**src/rtl/pipe_hazard_ctrl.sv**
```systemverilog
// pipe_hazard_ctrl: sequencer for the PC and the IF/ID register.
// Decodes the instruction in ID and keeps a 3-entry shadow scoreboard of
// destinations in flight (EX, MEM, WB). There is no forwarding, so any RAW
// hazard stalls. A taken branch flushes, and a busy memory freezes the pipe.
// Ports:
//   clk, rst     clock, synchronous active-high reset
//   id_instr     instruction in ID: op[31:27] rd[26:22] ra[21:17] rb[16:12]
//   id_valid     id_instr is a real instruction
//   br_taken     EX resolved a taken branch (pulse)
//   mem_busy     memory stage not ready; freeze everything
//   pc_we        PC may advance
//   ifd_we       IF/ID may capture
//   ifd_flush    IF/ID loads a NOP
//   idex_bubble  ID/EX loads a bubble
//   state_o      0=RUN 1=STALL 2=FLUSH 3=FREEZE (state in effect this cycle)
//   stall_cnt    saturating count of RAW-stall cycles
module pipe_hazard_ctrl #(
  parameter logic [31:0] WRITES_MASK  = 32'hFFFF_00FE,
  parameter logic [31:0] USES_A_MASK  = 32'hFFFF_FFFE,
  parameter logic [31:0] USES_B_MASK  = 32'h0000_FFFE,
  parameter int unsigned FLUSH_CYCLES = 2
) (
  input  logic        clk,
  input  logic        rst,
  input  logic [31:0] id_instr,
  input  logic        id_valid,
  input  logic        br_taken,
  input  logic        mem_busy,
  output logic        pc_we,
  output logic        ifd_we,
  output logic        ifd_flush,
  output logic        idex_bubble,
  output logic [1:0]  state_o,
  output logic [15:0] stall_cnt
);

  typedef enum logic [1:0] {
    S_RUN    = 2'd0,
    S_STALL  = 2'd1,
    S_FLUSH  = 2'd2,
    S_FREEZE = 2'd3
  } state_t;

  localparam logic [2:0] FLUSH_LOAD = 3'(FLUSH_CYCLES - 1);

  logic [4:0] op, rd, ra, rb;
  logic       wr, ua, ub;
  logic       unused_bits;

  // Scoreboard: index 0 = EX, 1 = MEM, 2 = WB.
  logic [2:0] sb_v;
  logic [4:0] sb_rd [3];
  logic [2:0] flush_cnt;
  logic       br_pend;

  logic   hit_a, hit_b, hazard;
  state_t state;

  assign op          = id_instr[31:27];
  assign rd          = id_instr[26:22];
  assign ra          = id_instr[21:17];
  assign rb          = id_instr[16:12];
  assign unused_bits = ^id_instr[11:0];

  assign wr = WRITES_MASK[op];
  assign ua = USES_A_MASK[op];
  assign ub = USES_B_MASK[op];

  always_comb begin
    hit_a = 1'b0;
    hit_b = 1'b0;
    for (int unsigned i = 0; i < 3; i++) begin
      if (sb_v[i] && sb_rd[i] == ra) hit_a = 1'b1;
      if (sb_v[i] && sb_rd[i] == rb) hit_b = 1'b1;
    end
    hazard = id_valid && ((ua && ra != '0 && hit_a) || (ub && rb != '0 && hit_b));
  end

  // The state is a pure function of registered context and this cycle's
  // inputs, so the outputs settle before the negedge IF/ID capture.
  always_comb begin
    state = S_RUN;
    if (mem_busy)                                  state = S_FREEZE;
    else if (br_taken || br_pend || flush_cnt != '0) state = S_FLUSH;
    else if (hazard)                               state = S_STALL;

    pc_we       = 1'b1;
    ifd_we      = 1'b1;
    ifd_flush   = 1'b0;
    idex_bubble = 1'b0;
    state_o     = state;
    unique case (state)
      S_FREEZE: begin
        pc_we  = 1'b0;
        ifd_we = 1'b0;
      end
      S_FLUSH: begin
        ifd_flush   = 1'b1;
        idex_bubble = 1'b1;
      end
      S_STALL: begin
        pc_we       = 1'b0;
        ifd_we      = 1'b0;
        idex_bubble = 1'b1;
      end
      default: ;
    endcase

    if (rst) begin
      pc_we       = 1'b0;
      ifd_we      = 1'b0;
      ifd_flush   = 1'b1;
      idex_bubble = 1'b1;
      state_o     = S_RUN;
    end
  end

  always_ff @(posedge clk) begin
    if (rst) begin
      sb_v      <= '0;
      flush_cnt <= '0;
      br_pend   <= 1'b0;
      stall_cnt <= '0;
      for (int unsigned i = 0; i < 3; i++) sb_rd[i] <= '0;
    end else if (state == S_FREEZE) begin
      if (br_taken) br_pend <= 1'b1;
    end else begin
      sb_v[2]  <= sb_v[1];
      sb_rd[2] <= sb_rd[1];
      sb_v[1]  <= sb_v[0];
      sb_rd[1] <= sb_rd[0];
      sb_v[0]  <= (state == S_RUN) && id_valid && wr && (rd != '0);
      sb_rd[0] <= rd;

      if (br_taken || br_pend) begin
        flush_cnt <= FLUSH_LOAD;
        br_pend   <= 1'b0;
      end else if (flush_cnt != '0) begin
        flush_cnt <= flush_cnt - 3'd1;
      end

      if (state == S_STALL && stall_cnt != '1) stall_cnt <= stall_cnt + 16'd1;
    end
  end

endmodule

```
**config.mk**
```make
export PLATFORM = sky130hd
export DESIGN_NAME = pipe_hazard_ctrl
export DESIGN_NICKNAME = d
export VERILOG_FILES = /design/src/rtl/pipe_hazard_ctrl.sv
export SDC_FILE = /design/constraint.sdc
export NUM_CORES = 1
export LEC_CHECK = 0
export ABC_AREA = 1
export CORE_UTILIZATION = 45
export CTS_BUF_LIST = sky130_fd_sc_hd__clkbuf_4 sky130_fd_sc_hd__clkbuf_8
export DETAILED_ROUTE_END_ITERATION = 12
export PLACE_DENSITY = 0.75
export SLEW_MARGIN = 20
export SYNTH_ARGS = -nofsm -noshare
export SYNTH_HDL_FRONTEND = slang
export SYNTH_SLANG_ARGS = --single-unit
```
**constraint.sdc**
```tcl
create_clock -name clk -period 3.07 [get_ports clk]
set_clock_uncertainty 0.2 [all_clocks]
set_input_delay 0.614 -clock clk [delete_from_list [all_inputs] [get_ports clk]]
set_output_delay 0.614 -clock clk [all_outputs]
set_load 0.01 [all_outputs]
```
After elaboration in Yosys (flattened, before gate mapping) --
Memories as Yosys holds them, arrays and structs flattened. Cells that the tools add are included.
Word-level totals: bits in registers 23, memory bits (writable) 15, bits in read-only memories 96, input port bits 37, memories 4
Operators by class: add/sub/neg operators 2, magnitude comparators 1, equality and inequality tests 11, muxes and demuxes 32, bitwise gates (word level) 4, reduce and logical (&&, ||, !) cells 30
Memory list:
- (no name shown) | words 32, width 1, read ports 1, clocked after memory_dff 0, write ports 0, RTL line 67 | assign ub = USES_B_MASK[op];
- (no name shown) | words 32, width 1, read ports 1, clocked after memory_dff 0, write ports 0, RTL line 66 | assign ua = USES_A_MASK[op];
- (no name shown) | words 32, width 1, read ports 1, clocked after memory_dff 0, write ports 0, RTL line 65 | assign wr = WRITES_MASK[op];
- sb_rd | words 3, width 5, read ports 3, clocked after memory_dff 0, write ports 3, RTL line 52 | logic [4:0] sb_rd [3];
Operators with widths (number):
- $eq 5x5->1 | 6
- $mux 1 | 24
- $add 16x1->16 const B | 1
- $ne 16x16->1 const B | 1
- $logic_and 1x1->1 | 15
- $mux 5 | 3
- $reduce_bool 5->1 | 3
- $lt 5x6->1 const B | 1
- $mux 2 | 3
- $mux 3 | 2
- $reduce_and 2->1 | 3
- $eq 2x2->1 const B | 2
- $reduce_bool 2->1 | 2
- $reduce_or 2->1 | 2
- $logic_or 1x1->1 | 3
- $or 1x1->1 | 3
- $reduce_bool 3->1 | 1
- $sub 3x1->3 const B | 1
- $eq 2x1->1 const B | 1
- $logic_not 2->1 | 1
- $ne 2x2->1 const B | 1
- $not 1->1 | 1

Depth between registers and ports, before layout --
Gate-level depths: netlist of run 1. An unclocked memory read counts as a cell.
depth in word-level cells 17, gate-level depth with buffers 19, depth with buffers taken out 19

Least setup slack after synthesis of run 1 --
Ideal clock, no wire load.
path type input-to-output, start point input id_instr[17], end point output idex_bubble, arrival 1.796 ns, data required time 2.256 ns, setup slack 0.460 ns, cell stages on the path 11, buffers on the path 0, cells stage by stage inv_1 o21ai_0 nor2_1 nand3_1 nand3_1 nand2_1 nand2_1 nand2_1 nand2_1 ha_1 or2_2
Between the ends: longest elaborated chain between the ends 15, elaborated cells on any way between the ends 22
Ends and longest elaborated chain:
- start: declaration | RTL line 25 | input logic [31:0] id_instr,
- $eq 5x5->1 | RTL line 73 | if (sb_v[i] && sb_rd[i] == ra) hit_a = 1'b1;
- $logic_and 1x1->1 | RTL line 73
- $mux 1 (3 in series) | RTL line 73
- $logic_and 1x1->1 (*) | RTL line 76 | hazard = id_valid && ((ua && ra != '0 && hit_a) || (ub && rb != '0 && hit_b));
- $logic_or 1x1->1 (*) | RTL line 76
- $logic_and 1x1->1 (*) | RTL line 76
- $mux 1 (*) | RTL line 85 | else if (hazard) state = S_STALL;
- $mux 2 (*) | RTL line 84 | else if (br_taken || br_pend || flush_cnt != '0) state = S_FLUSH;
- $mux 2 (*) | RTL line 83 | if (mem_busy) state = S_FREEZE;
- $eq 2x1->1 / $eq 2x2->1 (equally long branches) | RTL line 92 | unique case (state)
- $reduce_or 2->1 (no source line) (*)
- $mux 1 (*) | RTL line 92
- $mux 1 (*) | RTL line 109 | if (rst) begin
- end: declaration | RTL line 32 | output logic idex_bubble,
Every way passes the cells marked *; elsewhere a longest branch is shown, timed or not.

Worst setup path in the final report of run 1 --
start point input id_instr[28], end point output idex_bubble
Between the ends: longest elaborated chain between the ends 13, elaborated cells on any way between the ends 18
Ends and longest elaborated chain (RTL line):
- $mem_v2 32x1 (on tied branches)
- $mux 1 (on tied branches) | 66, 67
- $logic_and 1x1->1 (2 in series) | 76
- $logic_or 1x1->1 (*) | 76
- $logic_and 1x1->1 (*) | 76
- $mux 1 (*) | 85
- $mux 2 (*) | 84
- $mux 2 (*) | 83
- $eq 2x1->1 / $eq 2x2->1 (equally long branches) | 92
- $reduce_or 2->1 (no source line) (*)
- $mux 1 (*) | 92
- $mux 1 (*) | 109
Every way passes the cells marked *; elsewhere a longest branch is shown, timed or not. The select of a mux whose other input is x is not followed.

==> impl_metrics.env, run 1 <==
export IMPL_status="completed"
export IMPL_dieHeight_um=77.0
export IMPL_area_sequential_um2=911
export IMPL_area_growth_pct=32.3
export IMPL_holdBufCountCts=0
export IMPL_wire_per_inst_um=12.1
export IMPL_final_cell_mix="nand2_1, nor2_1, inv_1"
export IMPL_dieArea_mm2=0.00592
export IMPL_p_sw_w=0.000323
export IMPL_synth_fp_nets=423
export IMPL_p_leak_nw=1.52
export IMPL_clkSinkCount=38
export IMPL_nets=498
export IMPL_nFillCells=532
export IMPL_multi_input_area_mm2=0.00140
export IMPL_routed_wl_mm=6.35
export IMPL_numCtsBuffers=5
export IMPL_rows=26
export IMPL_clock_latency_ns=0.29
export IMPL_swShare=0.282
export IMPL_final_area_mm2=0.00334
export IMPL_vdd_ir_drop_worst_mv=0.274
export IMPL_cts_tree="built"
export IMPL_grt_pass1_wl_mm=10.9
export IMPL_drive_above_1_share=0.222
export IMPL_start_util=0.480
export IMPL_path_clk_slew_ns=0.07
export IMPL_finalSetupViolCount=0
export IMPL_tightest_slew_ns=0.443
export IMPL_vias=2580
export IMPL_synth_top_area_cell="dfxtp_1"
export IMPL_ys_warn_count=0
export IMPL_yosys_register_bits=38
export IMPL_yosysTopAreaCellShare=0.182
export IMPL_diodes=0
export IMPL_place_gp_congestion=0.905
export IMPL_viasPerCell=4.91
export IMPL_core_area_mm2=0.00527
export IMPL_grt_max_degree=19
export IMPL_start_kind="input pin"
export IMPL_mostFrequentLayoutCell="nand2_1"
export IMPL_p_seq_frac=0.495
export IMPL_slew_violations=0
export IMPL_holdCritPathClass="register to register"
export IMPL_synth_avg_cell_area_um2=6.67
export IMPL_timing_fmax_mhz=339
export IMPL_pwr_share_clk=0.297
export IMPL_antenna_found_initial=0
export IMPL_syn_area_mm2=0.00253
export IMPL_htreeDepth=2
export IMPL_synth_distinct_cells=31
export IMPL_cp_max_fo=3
export IMPL_fin_crit_sh=0.960
export IMPL_drc_errors=0
export IMPL_portBuffers=46
export IMPL_drtAntennaViolNets=0
export IMPL_whs_ns=0.267
export IMPL_syn_inst=379
export IMPL_overflow=0
export IMPL_drv_cap=0
export IMPL_ys_seq_area_frac=0.360
export IMPL_crit_path_end_kind="output pin"
export IMPL_boundaryPins=59
export IMPL_firstDrtPassIters=4
export IMPL_internal_power_w=0.000823
export IMPL_final_hold_violation_count=0
export IMPL_place_area_mm2=0.00324
export IMPL_p_comb_frac=0.208
export IMPL_synthTopCellsByArea="dfxtp_1, nand2_1, edfxtp_1"
export IMPL_grt_usage=0.230
export IMPL_die_x_um=77.0
export IMPL_finalWorstPathRequiredPeriod_ns=2.95
export IMPL_p_per_area_mw_per_mm2=343
export IMPL_cp_arrival_ns=2.13
export IMPL_clock_path_buffers=2
export IMPL_grt_pass1_vias=2463
export IMPL_first_iter_violations=149
export IMPL_dp_hpwl_mm=4.80
export IMPL_crit_required_ns=2.26
export IMPL_path_class="input pin to output pin"
export IMPL_root_buffer="clkbuf_8"
export IMPL_slew_headroom=0.702
export IMPL_final_setup_tns_ns=0
-- metrics by stage --
stage	util	instances	total power (W)	setup WS, ns
2_1_floorplan	-	379	0.000694	0.460
3_3_place_gp	0.614	514	0.000804	-0.769
3_5_place_dp	0.614	514	0.000807	-0.773
4_1_cts	0.637	524	0.00115	0.00115
5_1_grt	0.635	525	0.00122	-0.00391
6_report	0.635	525	0.00115	0.124
-- registers in the layout (all words and copies together) (netlist names) --
signal     cells
sb_v           3
sb_rd         15
br_pend        1
flush_cnt      3
stall_cnt     16
-- path summary, 6_finish.rpt --
check,start,end,slack (ns),depth (start not counted)
max,id_instr[28],idex_bubble,0.12,12
min,flush_cnt[0],flush_cnt[0],0.27,1
max reg2reg,sb_rd[0][3],stall_cnt[11],0.47,18
min reg2reg,flush_cnt[0],flush_cnt[0],0.27,1
-- logic make-up after synthesis --
logic type | count (synthesis) | synth area share
flip-flops | 38 | 0.360
XOR/XNOR | 9 | 0.0312
adder cells (fa/ha/maj) | 7 | 0.0346
AO/OA/AOI/OAI | 33 | 0.0821
AND/OR/NAND/NOR | 226 | 0.381
buffers and inverters | 66 | 0.110
-- critical path: stages --
cell           delay (ns)
dlygate4sd2_1        0.22
inv_1                0.07
nand4_1              0.14
o22ai_1              0.18
inv_1                0.05
nand2_1              0.07
nand2_2              0.07
nand2_2              0.08
nand2_4              0.07
ha_4                 0.20
or2_4                0.24
buf_6                0.12
-- repair_timing --
item / in CTS / in global routing
buffers inserted: 4 / 1
setup endpoints to repair: 5 / 6
pin swaps: 18 / 8
resized for setup: 56 / 29
hold endpoints to repair: 0 / 0
-- cell usage after synthesis --
cell type  number
nand2_1       121
inv_1          58
nor2_1         58
dfxtp_1        23
nand3_1        17
edfxtp_1       15
a21oi_2        10
o21ai_0        10
nor3_1          9
a21oi_1         8
nand2_2         8
ha_1            7
xor2_1          7
nand4_1         5
o22ai_1         3
clkbuf_1        2
nor3_4          2
or2_2           2
xnor2_1         2
a31oi_1         1
buf_12          1
buf_2           1
buf_4           1
buf_6           1
clkinv_1        1
inv_4           1
nand2_4         1
nand3b_1        1
nor2_2          1
nor2_4          1
o21ai_1         1
-- power groups by stage --
stage | Sequential (W) | Combinational [W] | Clock (W)
floorplan | 0.000573 | 0.000121 | 0
global placement | 0.000578 | 0.000226 | 0
detailed placement | 0.000578 | 0.000229 | 0
CTS | 0.000566 | 0.000234 | 0.000354
global route | 0.000570 | 0.000269 | 0.000377
finish | 0.000567 | 0.000239 | 0.000340
-- metal layers --
metal / share of wire / vias up / GRT usage
met5: 0 / - / 0
met4: 0.0077 / 0 / 0.0538
met3: 0.058 / 6 / 0.0440
met2: 0.51 / 69 / 0.424
met1: 0.43 / 1177 / 0.272
li1: - / 1328 / -
-- layout make-up --
| type | instances | share of cell area |
|---|---|---|
| Multi-Input combinational cell | 275 | 0.418 |
| Sequential cell | 38 | 0.272 |
| Timing Repair Buffer | 74 | 0.190 |
| Inverter | 60 | 0.0681 |
| Tap cell | 70 | 0.0262 |
| Clock buffer | 6 | 0.0228 |
| Clock inverter | 2 | 0.00299 |
Note: power is estimated with default switching activity, not from simulation.
==> run 2, diff against run 1 <==
--- a/config.mk
+++ b/config.mk
@@ -8,8 +8,10 @@
 export ABC_AREA = 1
 export CORE_UTILIZATION = 45
 export CTS_BUF_LIST = sky130_fd_sc_hd__clkbuf_4 sky130_fd_sc_hd__clkbuf_8
+export CTS_CLUSTER_SIZE = 30
 export DETAILED_ROUTE_END_ITERATION = 12
 export PLACE_DENSITY = 0.75
+export RECOVER_POWER = 25
 export SLEW_MARGIN = 20
 export SYNTH_ARGS = -nofsm -noshare
 export SYNTH_HDL_FRONTEND = slang
==> constraint.sdc (replaced) <==
create_clock -name clk -period 3.4 [get_ports clk]
set_clock_uncertainty 0.2 [all_clocks]
set_input_delay 0.68 -clock clk [delete_from_list [all_inputs] [get_ports clk]]
set_output_delay 0.68 -clock clk [all_outputs]
set_load 0.01 [all_outputs]
==> impl_metrics.env, run 2 (synthesis gave the netlist of run 1 again) <==
export IMPL_status="completed"
export IMPL_place_gp_congestion=0.885
export IMPL_critPathSlowestCell="dlygate4sd2_1"
export IMPL_min_path_cells=1
export IMPL_p_leak_nw=1.56
export IMPL_die_x_um=77.0
export IMPL_start_util=0.480
export IMPL_finalWorstPathRequiredPeriod_ns=3.28
export IMPL_routed_top_layer="met4"
export IMPL_drv_cap=0
export IMPL_htreeDepth=2
export IMPL_antenna_found_initial=0
export IMPL_p_per_area_mw_per_mm2=309
export IMPL_fin_crit_sh=0.966
export IMPL_dp_cells=513
export IMPL_r2r_cells=13
export IMPL_dieHeight_um=77.0
export IMPL_route_layer_met1_wl_mm=2.72
export IMPL_clkSinkCount=38
export IMPL_path_clk_slew_ns=0.07
export IMPL_wire_per_inst_um=11.5
export IMPL_core_area_mm2=0.00527
export IMPL_grt_usage=0.219
export IMPL_final_cell_mix="nand2_1, nor2_1, inv_1"
export IMPL_critPathTopFamily="simple AND/OR/NAND/NOR gates"
export IMPL_grt_pass1_vias=2361
export IMPL_path_buf_inv=4
export IMPL_nFillCells=522
export IMPL_slew_violations=0
export IMPL_min_to="flush_cnt[0]"
export IMPL_top_regs="stall_cnt x16, sb_rd x15"
export IMPL_vias=2507
export IMPL_r2r_end="sb_rd[0][9]"
export IMPL_mostFrequentLayoutCell="nand2_1"
export IMPL_firstDrtPassIters=4
export IMPL_grt_max_degree=19
export IMPL_rsz0062_at_grt="yes"
export IMPL_holdCritStartpoint="flush_cnt[0]"
export IMPL_root_buffer="clkbuf_8"
export IMPL_crit_required_ns=2.52
export IMPL_wl_met2_mm=2.95
export IMPL_r2r_setup_slack_ns=0.63
export IMPL_holdBufCountCts=0
export IMPL_drive_above_1_share=0.168
export IMPL_dp_hpwl_mm=4.66
export IMPL_whs_ns=0.262
export IMPL_top_register="stall_cnt"
export IMPL_slowest_delay_ns=0.27
export IMPL_drtAntennaViolNets=0
export IMPL_holdCritPathClass="register to register"
export IMPL_slew_headroom=0.376
export IMPL_timing_fmax_mhz=304
export IMPL_area_growth_pct=30.6
export IMPL_first_iter_violations=126
export IMPL_grt_pass1_wl_mm=10.3
export IMPL_boundaryPins=59
export IMPL_numCtsBuffers=5
export IMPL_start_kind="input pin"
export IMPL_drc_errors=0
export IMPL_clock_latency_ns=0.29
export IMPL_overflow=0
export IMPL_cts_tree="built"
export IMPL_met3_length_um=275
export IMPL_diodes=0
export IMPL_dieArea_mm2=0.00592
export IMPL_clock_path_buffers=2
export IMPL_path_cells="dlygate4sd2_1 > buf_4 > nand2_1 > nand2_1 > nor2_1 > nand3_1 > nand3_1 > nand2_1 > nand2_2 > nand2_2 > nand2_4 > inv_1 > ha_1 > or2_2 > buf_2"
export IMPL_nets=496
export IMPL_fin_cells=523
export IMPL_vdd_ir_drop_worst_mv=0.176
export IMPL_portBuffers=46
export IMPL_final_hold_violation_count=0
export IMPL_path_class="input pin to output pin"
export IMPL_path_common_cell="nand2_1"
export IMPL_rows=26
export IMPL_cp_max_fo=3
export IMPL_routed_wl_mm=6.01
export IMPL_crit_path_end_kind="output pin"
export IMPL_finalSetupViolCount=0
export IMPL_regToRegStartpoint="sb_rd[0][2]"
export IMPL_largest_register_ffs=16
export IMPL_viasPerCell=4.79
export IMPL_cp_arrival_ns=2.40
export IMPL_tightest_slew_ns=0.936
run 2: how the worst max path moves through the flow:
stage,startpoint,to,slack (ns),cells past startpoint
3_5_place_dp,id_instr[14],ifd_flush,-0.60,15
5_1_grt,id_instr[18],ifd_flush,-0.04,15
4_1_cts,id_instr[30],ifd_flush,-0.01,13
6_report,id_instr[13],ifd_flush,0.12,15
2_1_floorplan,id_instr[17],idex_bubble,0.66,11
3_3_place_gp,id_instr[14],ifd_flush,-0.58,15
run 2: layout make-up:
cell class              instances  area (um2)  share of cell area
multi-input cells             275        1360               0.413
flip-flops and latches         38         911               0.276
repair buffers                 72         627               0.190
inverters                      60         228              0.0689
well taps                      70        87.6              0.0265
clock buffers                   6        76.3              0.0231
clock inverters                 2        10.0             0.00303
run 2: layer usage:
metal / track usage / up-vias
met1: 0.261 / 1135
met5: 0 / -
met3: 0.0381 / 5
li1: - / 1317
met4: 0.0635 / 0
met2: 0.397 / 50
run 2: metrics by stage:
step	power, W	area [um2]	utilization	setup TNS, ns	setup WS, ns
floorplan	0.000627	2530	-	0	0.658
global placement	0.000720	3220	0.611	-2.01	-0.579
detailed placement	0.000723	3220	0.611	-2.02	-0.601
CTS	0.00103	3300	0.626	-0.0142	-0.0142
global route	0.00108	3300	0.627	-0.0370	-0.0367
finish	0.00102	3300	0.627	0	0.116
run 2: where the power goes:
group / internal (W) / switching (W)
combinational: 0.0000877 / 0.000111
sequential: 0.000496 / 0.0000146
clock: 0.000150 / 0.000161
run 2: repair_timing:
action                                  4_1_cts  5_1_grt
pin swaps                                     1        7
gates resized for setup                      29       18
endpoints found under the setup margin        5        3
setup buffers                                 0        2
